[src/rtl/serial_deserializer.sv]
// -----------------------------------------------------------------------------
// serial_deserializer
//
// Receive side of the asynchronous serial link. Samples a single-bit line
// framed as: start bit (0), DATA_W data bits LSB first, an optional even
// parity bit, and a stop bit (1). Each correctly framed word is presented on
// data_out together with a one-cycle data_valid strobe. A bad stop bit gives a
// one-cycle frame_err strobe instead, and a parity mismatch gives a one-cycle
// parity_err strobe. In both error cases data_out keeps the previous good word.
//
// Build option:
//   SERIAL_DESER_PARITY_EN  - when defined, the frame carries an even-parity
//                             bit between the data and the stop bit, and
//                             parity_err is driven. When undefined, the parity
//                             bit is absent and parity_err is tied to 0.
//
// Parameters:
//   CLKS_PER_BIT - clock cycles per serial bit (even, >= 4)
//   DATA_W       - data bits per frame (1..16)
//
// Ports:
//   clk        - system clock, all flops on the rising edge
//   rst        - asynchronous active-low reset (0 = reset)
//   serial_in  - asynchronous serial line, idles high
//   data_out   - last correctly framed word, held until the next good frame
//   data_valid - one-cycle pulse when data_out is updated
//   frame_err  - one-cycle pulse when the stop bit is sampled as 0
//   parity_err - one-cycle pulse on parity mismatch (0 without parity)
//   busy       - high whenever the receiver is not idle
// -----------------------------------------------------------------------------
module serial_deserializer #(
    parameter int CLKS_PER_BIT = 50,
    parameter int DATA_W       = 8
) (
    input  logic              clk,
    input  logic              rst,
    input  logic              serial_in,
    output logic [DATA_W-1:0] data_out,
    output logic              data_valid,
    output logic              frame_err,
    output logic              parity_err,
    output logic              busy
);

    localparam int CNT_W = $clog2(CLKS_PER_BIT);
    localparam int IDX_W = $clog2(DATA_W + 1);

    // Sample points: mid start bit, then one full bit period per later bit.
    localparam logic [CNT_W-1:0] CNT_ZERO = {CNT_W{1'b0}};
    localparam logic [CNT_W-1:0] CNT_ONE  = CNT_W'(1);
    localparam logic [CNT_W-1:0] CNT_HALF = CNT_W'(CLKS_PER_BIT / 2 - 1);
    localparam logic [CNT_W-1:0] CNT_FULL = CNT_W'(CLKS_PER_BIT - 1);

    localparam logic [IDX_W-1:0] IDX_ZERO = {IDX_W{1'b0}};
    localparam logic [IDX_W-1:0] IDX_ONE  = IDX_W'(1);
    localparam logic [IDX_W-1:0] IDX_LAST = IDX_W'(DATA_W - 1);

    localparam logic [2:0] ST_IDLE   = 3'd0;
    localparam logic [2:0] ST_START  = 3'd1;
    localparam logic [2:0] ST_DATA   = 3'd2;
`ifdef SERIAL_DESER_PARITY_EN
    localparam logic [2:0] ST_PARITY = 3'd3;
`endif
    localparam logic [2:0] ST_STOP   = 3'd4;

    // State after the last data bit depends on whether a parity bit follows.
`ifdef SERIAL_DESER_PARITY_EN
    localparam logic [2:0] ST_AFTER_DATA = ST_PARITY;
`else
    localparam logic [2:0] ST_AFTER_DATA = ST_STOP;
`endif

`ifdef SERIAL_DESER_PARITY_EN
    // Even parity: the parity bit must equal the XOR of the data bits so
    // that the total count of ones over data plus parity is even.
    function automatic logic even_parity(input logic [DATA_W-1:0] word);
        even_parity = ^word;
    endfunction
`endif

    // -------------------------------------------------------------------------
    // Declarations
    // -------------------------------------------------------------------------
    logic              sync1_q;
    logic              sync2_q;    // synchronized line, "s"
    logic              sd_q;       // one-cycle delayed copy of s, "s_d"
    logic              start_edge_s;

    logic [2:0]        state_q, state_d;
    logic [CNT_W-1:0]  cnt_q, cnt_d;
    logic [IDX_W-1:0]  idx_q, idx_d;
    logic [DATA_W-1:0] shreg_q, shreg_d;
    logic [DATA_W:0]   shift_cat_s;

    logic [DATA_W-1:0] data_q, data_d;
    logic              valid_q, valid_d;
    logic              ferr_q, ferr_d;
    logic              busy_q, busy_d;
    logic              par_mis_s;

`ifdef SERIAL_DESER_PARITY_EN
    logic              par_mis_q, par_mis_d;
    logic              perr_q, perr_d;
`endif

    // -------------------------------------------------------------------------
    // Input synchronizer
    // -------------------------------------------------------------------------
    // Two-flop synchronizer plus delayed copy; all reset high so that leaving
    // reset with an idle line cannot look like a start edge.
    always_ff @(posedge clk or negedge rst) begin
        if (!rst) begin
            sync1_q <= 1'b1;
            sync2_q <= 1'b1;
            sd_q    <= 1'b1;
        end else begin
            sync1_q <= serial_in;
            sync2_q <= sync1_q;
            sd_q    <= sync2_q;
        end
    end

    // A frame only starts on a high-to-low transition, so a line stuck low
    // never retriggers the receiver.
    assign start_edge_s = sd_q & ~sync2_q;

    // New sample enters at the MSB; after DATA_W samples the LSB-first
    // serial order lands in natural bit order.
    assign shift_cat_s = {sync2_q, shreg_q};

`ifdef SERIAL_DESER_PARITY_EN
    assign par_mis_s = par_mis_q;
`else
    assign par_mis_s = 1'b0;
`endif

    // -------------------------------------------------------------------------
    // Receive FSM next-state logic
    // -------------------------------------------------------------------------
    // Next-state, counters, shift register and result strobes.
    always_comb begin
        state_d = state_q;
        cnt_d   = cnt_q;
        idx_d   = idx_q;
        shreg_d = shreg_q;
        data_d  = data_q;
        valid_d = 1'b0;
        ferr_d  = 1'b0;
`ifdef SERIAL_DESER_PARITY_EN
        par_mis_d = par_mis_q;
        perr_d    = 1'b0;
`endif

        case (state_q)
            ST_IDLE: begin
                if (start_edge_s) begin
                    state_d = ST_START;
                    cnt_d   = CNT_ZERO;
                end else begin
                    state_d = ST_IDLE;
                end
            end

            ST_START: begin
                if (cnt_q == CNT_HALF) begin
                    if (!sync2_q) begin
                        state_d = ST_DATA;
                        cnt_d   = CNT_ZERO;
                        idx_d   = IDX_ZERO;
`ifdef SERIAL_DESER_PARITY_EN
                        par_mis_d = 1'b0;
`endif
                    end else begin
                        // Line back high at mid start bit: glitch, drop it.
                        state_d = ST_IDLE;
                        cnt_d   = CNT_ZERO;
                    end
                end else begin
                    cnt_d = cnt_q + CNT_ONE;
                end
            end

            ST_DATA: begin
                if (cnt_q == CNT_FULL) begin
                    shreg_d = shift_cat_s[DATA_W:1];
                    idx_d   = idx_q + IDX_ONE;
                    cnt_d   = CNT_ZERO;
                    if (idx_q == IDX_LAST) begin
                        state_d = ST_AFTER_DATA;
                    end else begin
                        state_d = ST_DATA;
                    end
                end else begin
                    cnt_d = cnt_q + CNT_ONE;
                end
            end

`ifdef SERIAL_DESER_PARITY_EN
            ST_PARITY: begin
                if (cnt_q == CNT_FULL) begin
                    par_mis_d = (sync2_q != even_parity(shreg_q));
                    cnt_d     = CNT_ZERO;
                    state_d   = ST_STOP;
                end else begin
                    cnt_d = cnt_q + CNT_ONE;
                end
            end
`endif

            ST_STOP: begin
                if (cnt_q == CNT_FULL) begin
                    state_d = ST_IDLE;
                    cnt_d   = CNT_ZERO;
                    // Framing error wins over a parity mismatch.
                    if (!sync2_q) begin
                        ferr_d = 1'b1;
                    end else if (par_mis_s) begin
`ifdef SERIAL_DESER_PARITY_EN
                        perr_d = 1'b1;
`endif
                    end else begin
                        valid_d = 1'b1;
                        data_d  = shreg_q;
                    end
                end else begin
                    cnt_d = cnt_q + CNT_ONE;
                end
            end

            default: begin
                state_d = ST_IDLE;
                cnt_d   = CNT_ZERO;
                idx_d   = IDX_ZERO;
            end
        endcase

        busy_d = (state_d != ST_IDLE);
    end

    // -------------------------------------------------------------------------
    // State and output registers
    // -------------------------------------------------------------------------
    // FSM state, counters and registered outputs; reset discards any frame.
    always_ff @(posedge clk or negedge rst) begin
        if (!rst) begin
            state_q <= ST_IDLE;
            cnt_q   <= CNT_ZERO;
            idx_q   <= IDX_ZERO;
            shreg_q <= {DATA_W{1'b0}};
            data_q  <= {DATA_W{1'b0}};
            valid_q <= 1'b0;
            ferr_q  <= 1'b0;
            busy_q  <= 1'b0;
        end else begin
            state_q <= state_d;
            cnt_q   <= cnt_d;
            idx_q   <= idx_d;
            shreg_q <= shreg_d;
            data_q  <= data_d;
            valid_q <= valid_d;
            ferr_q  <= ferr_d;
            busy_q  <= busy_d;
        end
    end

`ifdef SERIAL_DESER_PARITY_EN
    // Parity mismatch flag and parity error strobe.
    always_ff @(posedge clk or negedge rst) begin
        if (!rst) begin
            par_mis_q <= 1'b0;
            perr_q    <= 1'b0;
        end else begin
            par_mis_q <= par_mis_d;
            perr_q    <= perr_d;
        end
    end

    assign parity_err = perr_q;
`else
    assign parity_err = 1'b0;
`endif

    assign data_out   = data_q;
    assign data_valid = valid_q;
    assign frame_err  = ferr_q;
    assign busy       = busy_q;

endmodule
[config.mk]
export PLATFORM = sky130hd
export DESIGN_NAME = serial_deserializer
export DESIGN_NICKNAME = d
export VERILOG_FILES = /design/src/rtl/serial_deserializer.sv
export SDC_FILE = /design/constraint.sdc
export NUM_CORES = 1
export LEC_CHECK = 0
export CAP_MARGIN = 20
export CORE_MARGIN = 3
export CORE_UTILIZATION = 56
export DETAILED_ROUTE_END_ITERATION = 10
export GPL_ROUTABILITY_DRIVEN = 0
export PLACE_DENSITY = 0.89
export SLEW_MARGIN = 40
export SYNTH_ARGS = -nofsm -noshare
export SYNTH_HDL_FRONTEND = slang
export SYNTH_SLANG_ARGS = --single-unit
[constraint.sdc]
create_clock -name clk -period 2 [get_ports clk]
set_clock_uncertainty 0.05 [all_clocks]
set_input_delay 0.6 -clock clk [delete_from_list [all_inputs] [get_ports clk]]
set_output_delay 0.6 -clock clk [all_outputs]
set_load 0.01 [all_outputs]
==> out/metrics.yaml <==
status: "completed"
root_buffer: "clkbuf_4"
antenna_found_initial: 0
synth_seq_cells: 35
post-route-min-period_ns: 1.91
vias_per_cell: 6.19
nets: 163
hold_path.class: "flop to flop"
dpl.hpwl_mm: 2.25
cp-end-kind: "primary output"
syn_nets: 147
syn_inst: 140
synth_edf_count: 0
crit_chain: "clkdlybuf4s50_1"
path_delay_family: "buffers and inverters"
holdBufCountCts: 0
postRouteAntennaNets: 0
slowest_stage: "clkdlybuf4s50_1"
rrSetupSlack_ns: 0.12
rows: 19
ff2ff_path_depth: 6
cts_setup_buffers: 0
max_cap_violations: 0
initial_utilization_pct: 60.1
yosysWarningCount: 0
grt_usage_pct: 18.9
cp_num_buf_inv: 1
cp.required_ns: 1.35
stdcell_count: 188
fmax_mhz: 524
drc: 0
fp.coreArea_um2: 2810
yosysSeqAreaShare_pct: 52.2
min_path_cells: 0
setup_violations: 0
die_x_um: 60.9
placed_cells_incl_taps: 180
grt_pass1_wl_mm: 5.14
hold_violations: 0
cts_resized: 0
clkTransAtPathRegs_ns: 0.11
arrival_ns: 1.26
ioPinCount: 15
wl_mm: 3.06
ir_worst_vdd_mv: 0.595
fill_cells: 180
die-height_um: 60.9
clk_latency_ns: 0.34
synth_area_um2: 1690
whs_endpoint: "sync2_q"
p_leak_nw: 0.944
drive_gt1_share_pct: 25.5
routedWlPerCell_um: 16.3
crit_start: "data_out[2]"
period_share_pct: 95.4
startpoint_type: "flop"
io_buffers: 13
ys.flop_type: "dfrtp_1"
grt_max_degree: 36
fp.dieArea_um2: 3700
rsz0062_at_grt: "false"
grt_pass1_vias: 1152
critPathMaxStageDelay_ns: 0.56
synth-async-reset-ratio_pct: 100
ys_types: 48
cts.sinks: 35
htree_levels: 2
clock_path_buffers: 2
grt_overflow_total: 0
vias: 1164
first_pass_iters: 4
p_per_area_nw_per_um2: 1000
hp-start: "sync1_q"
cts_tree: "yes"
avgSynthCellArea_um2: 12.0
diodes: 0
timing.rr.end: "shreg_q[4]"
path_class: "flop to primary output"
final.setup.tns_ns: 0
worstPathMaxFanout: 2
rr_startpoint: "cnt_q[1]"
slew_violations: 0
drt-initial-drc-count: 70
cts_buffers: 5
area_delta_synth_final_pct: 15.7
## power breakdown
group          switching, mW  total [mW]  internal (mW)
Combinational          0.202       0.393          0.191
Clock                  0.229       0.620          0.390
Sequential             0.154       0.941          0.787
## worst max path at each step
stage,to,slack (ns),depth (start not counted)
global placement,shreg_q[3],0.20,6
CTS,data_out[2],0.08,1
finish,data_out[2],0.09,1
detailed placement,data_out[7],0.11,6
floorplan,shreg_q[0],0.26,6
global route,shreg_q[4],0.02,5
## sequential cells by signal, indices dropped and copies added (netlist names), 3 cells and up
register / flops
cnt_q: 6
data_out: 8
idx_q: 4
shreg_q: 8
state_q: 3
## layout by cell type, fill, tap and decap left out, types with 4 or more instances in the layout
cell type,n
nand2_1,8
ha_1,4
inv_1,5
o21ai_0,7
nand3_1,5
clkbuf_4,5
nor2_1,6
mux2_2,17
clkdlybuf4s50_1,13
dfrtp_1,32
## through the flow
stage          hold slack [ns]  power (mW)  cell area, um2  util (%)  setup slack [ns]
6_report                 0.311        1.95            1950      69.5            0.0926
3_3_place_gp             0.296        1.31            1840      65.6             0.198
4_1_cts                  0.311        1.95            1940      69.2            0.0819
2_1_floorplan            0.254        1.22            1690         -             0.264
3_5_place_dp             0.297        1.34            1840      65.6             0.112
5_1_grt                  0.319        2.07            1950      69.5            0.0210
## area by class of cell
class                   count  area (um2)  area share [%]
flip-flops and latches     35         880            45.1
multi-input cells          95         762            39.1
repair buffers             14         150            7.70
clock inverters             2        60.1            3.08
clock buffers               6        41.3            2.12
well taps                  31        38.8            1.99
inverters                   5        18.8           0.962
## cells in the mapped netlist (2+ instances only)
cell type / n / area [um2]
nand2_1: 8 / 30.0
nor2b_1: 3 / 18.8
o211ai_1: 2 / 15.0
nor2_1: 6 / 22.5
o21ai_0: 7 / 35.0
or4_1: 2 / 15.0
dfrtp_1: 32 / 801
dfstp_2: 3 / 78.8
ha_1: 4 / 50.1
buf_2: 3 / 15.0
a211oi_1: 3 / 22.5
nor3_1: 3 / 15.0
mux2_2: 17 / 191
nand2b_1: 2 / 12.5
nand3_1: 5 / 25.0
inv_1: 5 / 18.8
o22ai_1: 3 / 18.8
nor3b_1: 2 / 15.0
## per-layer routing
layer  global-route usage (%)  up-vias  wire (um)
li1                         -      541          -
met1                     22.7      583       1270
met2                     31.8       35       1580
met3                     5.96        5        171
met4                     7.12        0         34
met5                        0        -          0
## cells by family (layout without fill, tap and decap cells)
family | Yosys count | count (layout) | synth area share (%)
AOI/OAI and AO/OA | 26 | 26 | 11.1
buffers and inverters | 10 | 27 | 3.12
DFF | 35 | 35 | 52.2
and+or+nand+nor | 46 | 46 | 18.5
other | 1 | 1 | 0.223
adders and majority gates | 4 | 4 | 2.97
muxes | 18 | 18 | 12.0
No activity file was read; power rests on OpenSTA's default activity.
